`src/rtl/mips_mc_core.sv`:
```
// rtl/mips_mc_core.sv - multi-cycle MIPS subset core with a single shared memory port.
// One FSM state per cycle; FETCH and MEM stall until mem_ready.
module mips_mc_core #(
  parameter int          ADDR_W   = 10,
  parameter logic [31:0] RESET_PC = 32'h0000_0000
) (
  input  logic              clk,
  input  logic              rst,
  output logic              mem_req,
  output logic              mem_we,
  output logic [ADDR_W-1:0] mem_addr,
  output logic [31:0]       mem_wdata,
  input  logic [31:0]       mem_rdata,
  input  logic              mem_ready,
  output logic [31:0]       pc,
  output logic              halted,
  output logic [31:0]       instret
);

  localparam logic [5:0] OP_RTYPE = 6'h00, OP_J   = 6'h02, OP_BEQ = 6'h04, OP_ADDIU = 6'h09;
  localparam logic [5:0] OP_ORI   = 6'h0D, OP_LUI = 6'h0F, OP_LW  = 6'h23, OP_SW    = 6'h2B;
  localparam logic [5:0] FN_ADDU  = 6'h21, FN_SUBU = 6'h23, FN_AND = 6'h24, FN_OR   = 6'h25;
  localparam logic [5:0] FN_SLT   = 6'h2A;

  typedef enum logic [2:0] {S_FETCH, S_DECODE, S_EXEC, S_MEM, S_WB, S_HALT} state_t;

  state_t      state, state_nx;
  logic [31:0] ir, a, b, alu_out, mdr;
  logic [31:0] rf [0:31];

  logic [5:0]  op, funct;
  logic [4:0]  rs, rt, rd, wb_idx;
  logic [15:0] imm16;
  logic [25:0] imm26;
  logic [31:0] sext_imm, zext_imm, alu_res, rs_val, rt_val, wb_data;
  logic        is_r, legal, retire, beq_taken;

  assign op       = ir[31:26];
  assign rs       = ir[25:21];
  assign rt       = ir[20:16];
  assign rd       = ir[15:11];
  assign funct    = ir[5:0];
  assign imm16    = ir[15:0];
  assign imm26    = ir[25:0];
  assign sext_imm = {{16{imm16[15]}}, imm16};
  assign zext_imm = {16'h0000, imm16};
  assign is_r     = (op == OP_RTYPE);
  assign rs_val   = (rs == 5'd0) ? 32'h0 : rf[rs];
  assign rt_val   = (rt == 5'd0) ? 32'h0 : rf[rt];
  assign wb_idx   = is_r ? rd : rt;
  assign wb_data  = (op == OP_LW) ? mdr : alu_out;
  assign beq_taken = (a == b);

  always_comb begin
    legal = 1'b0;
    if (is_r) begin
      legal = (funct == FN_ADDU) || (funct == FN_SUBU) || (funct == FN_AND) ||
              (funct == FN_OR)   || (funct == FN_SLT);
    end else begin
      legal = (op == OP_ADDIU) || (op == OP_ORI) || (op == OP_LUI) || (op == OP_LW) ||
              (op == OP_SW)    || (op == OP_BEQ) || (op == OP_J);
    end
  end

  always_comb begin
    alu_res = 32'h0;
    if (is_r) begin
      case (funct)
        FN_ADDU: alu_res = a + b;
        FN_SUBU: alu_res = a - b;
        FN_AND:  alu_res = a & b;
        FN_OR:   alu_res = a | b;
        FN_SLT:  alu_res = {31'h0, $signed(a) < $signed(b)};
        default: alu_res = 32'h0;
      endcase
    end else begin
      case (op)
        OP_ADDIU, OP_LW, OP_SW: alu_res = a + sext_imm;
        OP_ORI:                 alu_res = a | zext_imm;
        OP_LUI:                 alu_res = {imm16, 16'h0000};
        default:                alu_res = 32'h0;
      endcase
    end
  end

  always_ff @(posedge clk) begin
    if (rst) state <= S_FETCH;
    else     state <= state_nx;
  end

  always_comb begin
    state_nx = state;
    case (state)
      S_FETCH:  state_nx = mem_ready ? S_DECODE : S_FETCH;
      S_DECODE: begin
        if (!legal)          state_nx = S_HALT;
        else if (op == OP_J) state_nx = S_FETCH;
        else                 state_nx = S_EXEC;
      end
      S_EXEC: begin
        if (op == OP_BEQ)                     state_nx = S_FETCH;
        else if (op == OP_LW || op == OP_SW)  state_nx = S_MEM;
        else                                  state_nx = S_WB;
      end
      S_MEM: begin
        if (mem_ready) state_nx = (op == OP_SW) ? S_FETCH : S_WB;
      end
      S_WB:    state_nx = S_FETCH;
      S_HALT:  state_nx = S_HALT;
      default: state_nx = S_HALT;
    endcase
  end

  always_comb begin
    mem_req   = (state == S_FETCH) || (state == S_MEM);
    mem_we    = (state == S_MEM) && (op == OP_SW);
    mem_addr  = (state == S_FETCH) ? pc[ADDR_W+1:2] : alu_out[ADDR_W+1:2];
    mem_wdata = b;
    halted    = (state == S_HALT);
    retire    = ((state == S_DECODE) && legal && (op == OP_J)) ||
                ((state == S_EXEC) && (op == OP_BEQ)) ||
                ((state == S_MEM) && (op == OP_SW) && mem_ready) ||
                (state == S_WB);
  end

  always_ff @(posedge clk) begin
    if (rst) begin
      pc      <= RESET_PC;
      instret <= 32'h0;
      ir      <= 32'h0;
      a       <= 32'h0;
      b       <= 32'h0;
      alu_out <= 32'h0;
      mdr     <= 32'h0;
    end else begin
      if (retire) instret <= instret + 32'd1;
      case (state)
        S_FETCH: begin
          if (mem_ready) begin
            ir <= mem_rdata;
            pc <= pc + 32'd4;
          end
        end
        S_DECODE: begin
          a <= rs_val;
          b <= rt_val;
          if (legal && op == OP_J) pc <= {pc[31:28], imm26, 2'b00};
        end
        S_EXEC: begin
          alu_out <= alu_res;
          // pc already points past the branch, so the offset is relative to pc+4
          if (op == OP_BEQ && beq_taken) pc <= pc + (sext_imm << 2);
        end
        S_MEM: begin
          if (mem_ready && op == OP_LW) mdr <= mem_rdata;
        end
        default: ;
      endcase
    end
  end

  // Register file has no reset; r0 is never written and reads as zero through rs_val/rt_val.
  always_ff @(posedge clk) begin
    if (!rst && state == S_WB && wb_idx != 5'd0) rf[wb_idx] <= wb_data;
  end

endmodule

```
`config.mk`:
```
export PLATFORM = sky130hd
export DESIGN_NAME = mips_mc_core
export DESIGN_NICKNAME = d
export VERILOG_FILES = /design/src/rtl/mips_mc_core.sv
export SDC_FILE = /design/constraint.sdc
export NUM_CORES = 2
export LEC_CHECK = 0
export CAP_MARGIN = 15
export CORE_UTILIZATION = 60
export DETAILED_ROUTE_END_ITERATION = 6
export PLACE_DENSITY = 0.77
export RECOVER_POWER = 25
export SKIP_LAST_GASP = 1
export SYNTH_ARGS = -nofsm -noshare
export SYNTH_HDL_FRONTEND = slang
export SYNTH_SLANG_ARGS = --single-unit
```
`constraint.sdc`:
```
create_clock -name clk -period 9.6 [get_ports clk]
set_input_delay 0.96 -clock clk [delete_from_list [all_inputs] [get_ports clk]]
set_output_delay 0.96 -clock clk [all_outputs]
set_load 0.01 [all_outputs]
```
# ---- Word level (Yosys, flattened, before mapping)
# Memories as Yosys holds them, arrays and structs flattened. A register that Yosys moved wholly into a read port is not among the register bits.
# Index checks and enable logic that the tools add are counted.
dict set report totals {
  regBits 227
  ramBits 1024
  output_inout_bits 109
  elab_cells 108
  n_memories 1
}
# name words word_bits read_ports rd_ports_with_merged_regs wr line_no
set mem_list {}
lappend mem_list {rf 32 32 2 2 1 29} ;# logic [31:0] rf [0:31];
dict set report classes {
  addsub 6
  order_cmp 1
  eq_ne 22
  mux 27
  bitwise_logic 4
  n_reduce_logical 38
}
# operator n
set op_table {}
lappend op_table {{32-bit 2-to-1 mux} 6}
lappend op_table {{32-bit case mux with 3 select lines} 2}
lappend op_table {{32-bit case mux with 5 select lines} 1}
lappend op_table {{32-bit adder} 3}
lappend op_table {{6-bit == test (second input constant)} 7}
lappend op_table {{32-bit by 1-bit adder with 32-bit output (second input constant)} 1}
lappend op_table {{32-bit by 3-bit adder with 32-bit output (second input constant)} 1}
lappend op_table {{32-bit AND} 1}
lappend op_table {{32-bit == test} 1}
lappend op_table {{32-bit less-than comparator} 1}
lappend op_table {{32-bit by 16-bit OR with 32-bit output} 1}
lappend op_table {{32-bit OR} 1}
lappend op_table {{32-bit subtractor} 1}
lappend op_table {{28-bit 2-to-1 mux} 1}
lappend op_table {{5-bit 2-to-1 mux} 5}
lappend op_table {{6-bit by 4-bit == test with 1-bit output (second input constant)} 3}
lappend op_table {{1-bit logical OR} 15}
lappend op_table {{3-bit 2-to-1 mux} 5}
lappend op_table {{3-bit case mux with 5 select lines} 1}
lappend op_table {{1-bit logical AND} 10}
lappend op_table {{5-bit logical NOT} 2}
lappend op_table {{10-bit 2-to-1 mux} 1}
lappend op_table {{4-bit AND reduction} 2}
lappend op_table {{3-bit by 2-bit == test with 1-bit output (second input constant)} 2}
lappend op_table {{17 further kinds} 24}

# ---- Logic depth before layout (Yosys ltp)
dict set report depth {
  depth_word 13
  mapped_depth 17
}

# ---- Least setup slack after synthesis
# No wires, ideal clock.
dict set report synth_timing {
  path_kind {register -> register}
  startpoint {register state[0]}
  endpoint {register pc[16]}
  arrival_time_ns 4.249
  required_time_ns 9.485
  setup_slack_ns 5.236
  path_stages_with_launch 18
  path_buffers 3
  path_cell_list {dfxtp_1 > clkbuf_1 > nor3b_1 > clkbuf_1 > clkbuf_1 > nand2_1 > ha_1 > fa_1 > a21o_1 > a221oi_2 > o21bai_1 > a21o_1 > a311oi_1 > nor2_1 > a211oi_1 > xnor2_1 > nor2_1 > a2111oi_0}
}
dict set report synth_between {
  elab_chain_len 3
  elab_cells_between_ends 9
}
# item line_no
set synth_lines {}
lappend synth_lines {{start: declaration} 27} ;# state_t state, state_nx;
lappend synth_lines {{start signal: assignment} 88} ;# else state <= state_nx;
lappend synth_lines {{3-bit by 2-bit == test with 1-bit output, or another cell as far along} 137} ;# case (state)
lappend synth_lines {{2-bit by 1-bit != test with 1-bit output (no source line), or another cell as far along} --}
lappend synth_lines {{4-bit AND reduction (no source line)} --}
lappend synth_lines {{end signal: assignment} 141} ;# pc <= pc + 32'd4;
lappend synth_lines {{end signal: assignment} 147} ;# if (legal && op == OP_J) pc <= {pc[31:28], imm26, 2'b00};
lappend synth_lines {{end signal: assignment} 152} ;# if (op == OP_BEQ && beq_taken) pc <= pc + (sext_imm << 2);
lappend synth_lines {{end: declaration} 15} ;# output logic [31:0] pc,
# Several ways; a longest one is shown, not always the timed one.
# A chain may end at the register's enable or synchronous reset.

==> qor.yml <==
status: "finished with violations"
violations: "design-rule violations, max-capacitance violations, max-slew violations"
routed_wl_um: 213500
globalplace.congestion: 0.9953
worst-slew-pin-transition_ps: 4088
cts.root.buffer_cell: "clkbuf_16"
yosys.cell_types.count: 93
synthArstFlopShare_pct: 0
crit_required_ps: 10220
highest_layer: "met5"
grt_max_degree: 141
finalClockSkew_ps: 25.86
p_leak_nw: 22.82
min_period_ps: 6477
drv_cap: 6
met3_length_um: 26920
grt_pass1_vias: 43676
avgSynthCellArea_um2: 14.86
die_y_um: 330.4
end_kind: "register"
nFillCells: 6902
dp_hpwl_um: 120300
worstSetupStartpointType: "register"
crit_arrival_ps: 7100
worstRegToRegCells: 8
r2r-end: "a[1]"
clk_latency_ps: 770
syn_inst: 4357
portBuffers: 141
max_freq_mhz: 154.4
syn_area_um2: 64730
fp.dieW_um: 330.4
p_per_area_nw_per_um2: 209.4
drc: 3
core_area_um2: 107100
vias: 44319
finalCoreUtilization_pct: 67.37
path_class: "register to register"
slew_headroom_pct: -172.6
pin_count: 144
first_iter_violations: 6624
rows: 120
worstHoldPathCells: 2
overflow: 0
final_nets: 4690
start_util_pct: 60.46
timing.final.crit_share_pct: 67.47
min_to: "mdr[3]"
layout-drive-gt1-share_pct: 22.39
timing_hold_violations_final: 0
vdd_drop_max_mv: 0.1641
cts_tree: "done"
antenna_found_initial: 13
hold_class: "register to register"
dr.pass1.iters: 7
grtUsageTotal_pct: 39.42
synth-seq-area-share_pct: 54.78
die_area_um2: 109200
cts_setup_buffers: 0
synth_edf_count: 1024
ys_seq_elements: 1259
tritoncts.num_buffers: 134
critical-path-slowest-cell: "clkbuf_1"
reg2reg_slack_ps: 3120
cts_resized: 0
ant_nets: 0
ys_warn_count: 0
htreeDepth: 4
viasPerCell: 7.415
crit_chain: "clkbuf_1, buf_12, mux4_2, mux4_2, mux2i_1, nor2_1, a21oi_1, nor2_1"
finalSetupViolations: 0
fin_tns_setup_ps: 0
dr_wl_met2_um: 99610
grt_pass1_wl_um: 304300
hold_start: "mdr[3]"
clk_path_buf_depth: 3
m1WireLength_um: 72140
critPathMaxStageDelay_ps: 2910
crit_fanout: 140
syn_to_final_growth_pct: 11.43
ys.flop_type: "edfxtp_1"
rsz0062_at_grt: "false"
clk_pin_slew_ps: 60
cts.sinks: 1259
maxSlewViolCount: 235
ctsHoldBuffers: 0
wl_per_cell_um: 35.73
state kept, by name, summed over array words and instances, names as in the netlist, named ones only:
| signal | cells |
|---|---|
| rf | 1024 |
| a | 32 |
| alu_out | 32 |
| instret | 32 |
| ir | 32 |
| mdr | 32 |
| mem_wdata | 32 |
| pc | 30 |
| state | 3 |
metrics by stage:
stage	area (um2)	total power, mW	setup WS [ps]	hold WS (ps)	instances
2_1_floorplan	64850	8.731	5236	432.9	4390
3_3_place_gp	67950	9.906	5199	439.6	5730
3_5_place_dp	67950	9.950	5128	446.8	5730
4_1_cts	72170	15.05	5030	454.3	5972
5_1_grt	72110	15.50	3019	478.7	5972
6_report	72130	15.10	3123	456.1	5977
routing by layer:
layer | up-vias | track usage, %
met5 | - | 0.04348
met4 | 12 | 23.73
met3 | 825 | 9.540
met2 | 3783 | 61.05
met1 | 22180 | 50.94
li1 | 17519 | -
critical path: cells and delay by family (launching register included):
kind,cells,cell delay (ps)
and+or+nand+nor,2,270
AOI/OAI and AO/OA,1,190
muxes,3,1590
DFF,1,530
buffers and inverters,2,3560
synthesized netlist by cell type, types with 74 or more instances:
master	n	area, um2
nand2_1	275	1032
edfxtp_1	1024	30750
dfxtp_1	235	4705
clkbuf_1	193	724.4
inv_1	129	484.2
nor2_1	333	1250
mux4_2	640	14410
mux2i_1	91	910.9
ha_1	188	2352
a21oi_1	311	1556
o21ai_0	150	750.7
buf_1	74	277.8
report_power, final:
part	internal [mW]	switching, mW
Combinational	1.47	2.14
Sequential	6.08	0.263
Clock	2.90	2.24
worst max-delay path by stage:
stage                    to  cells after the start  slack, ps
6_report               a[1]                      8       3120
5_1_grt                a[1]                      8       3020
4_1_cts        mem_wdata[1]                      8       5030
3_5_place_dp   mem_wdata[1]                      8       5130
3_3_place_gp         pc[28]                     11       5200
2_1_floorplan        pc[16]                     17       5240
kinds of logic after synthesis:
group / count (synthesis) / share of synthesized area, %
adder cells (fa/ha/maj): 192 / 3.758
XOR/XNOR: 96 / 1.299
other: 1 / 0.005794
AO/OA/AOI/OAI: 747 / 7.102
buffers and inverters: 424 / 2.540
flip-flops: 1259 / 54.78
multiplexers: 775 / 24.44
AND/OR/NAND/NOR: 863 / 6.078
cells in the final DEF, fill, tap and decap left out, types with 21 or more instances in the layout:
cell / count
edfxtp_1: 1024
mux4_2: 640
a21oi_1: 311
nor2_1: 303
nand2_1: 275
dfxtp_1: 225
ha_1: 188
o21ai_0: 151
clkbuf_16: 137
inv_1: 129
dlygate4sd3_1: 94
mux2i_1: 91
buf_4: 79
xnor2_1: 51
clkdlybuf4s50_1: 46
xor2_1: 45
nand3_1: 43
a21o_1: 41
clkbuf_1: 36
conb_1: 34
nor3_1: 32
nor2_4: 30
a211oi_1: 28
mux2_2: 25
o221ai_1: 25
nand2b_1: 22
a31oi_1: 22
clkinv_2: 21
layout make-up:
type	count	area, um2	area share, %
Sequential cell	1259	35480	49.20
Clock buffer	176	3637	5.043
Timing Repair Buffer	229	2105	2.918
Multi-Input combinational cell	2707	28050	38.89
Tap cell	1403	1755	2.434
Inverter	132	495.5	0.6870
Antenna cell	5	12.51	0.01735
Clock inverter	66	585.6	0.8119
No activity file was read; power rests on OpenSTA's default activity.
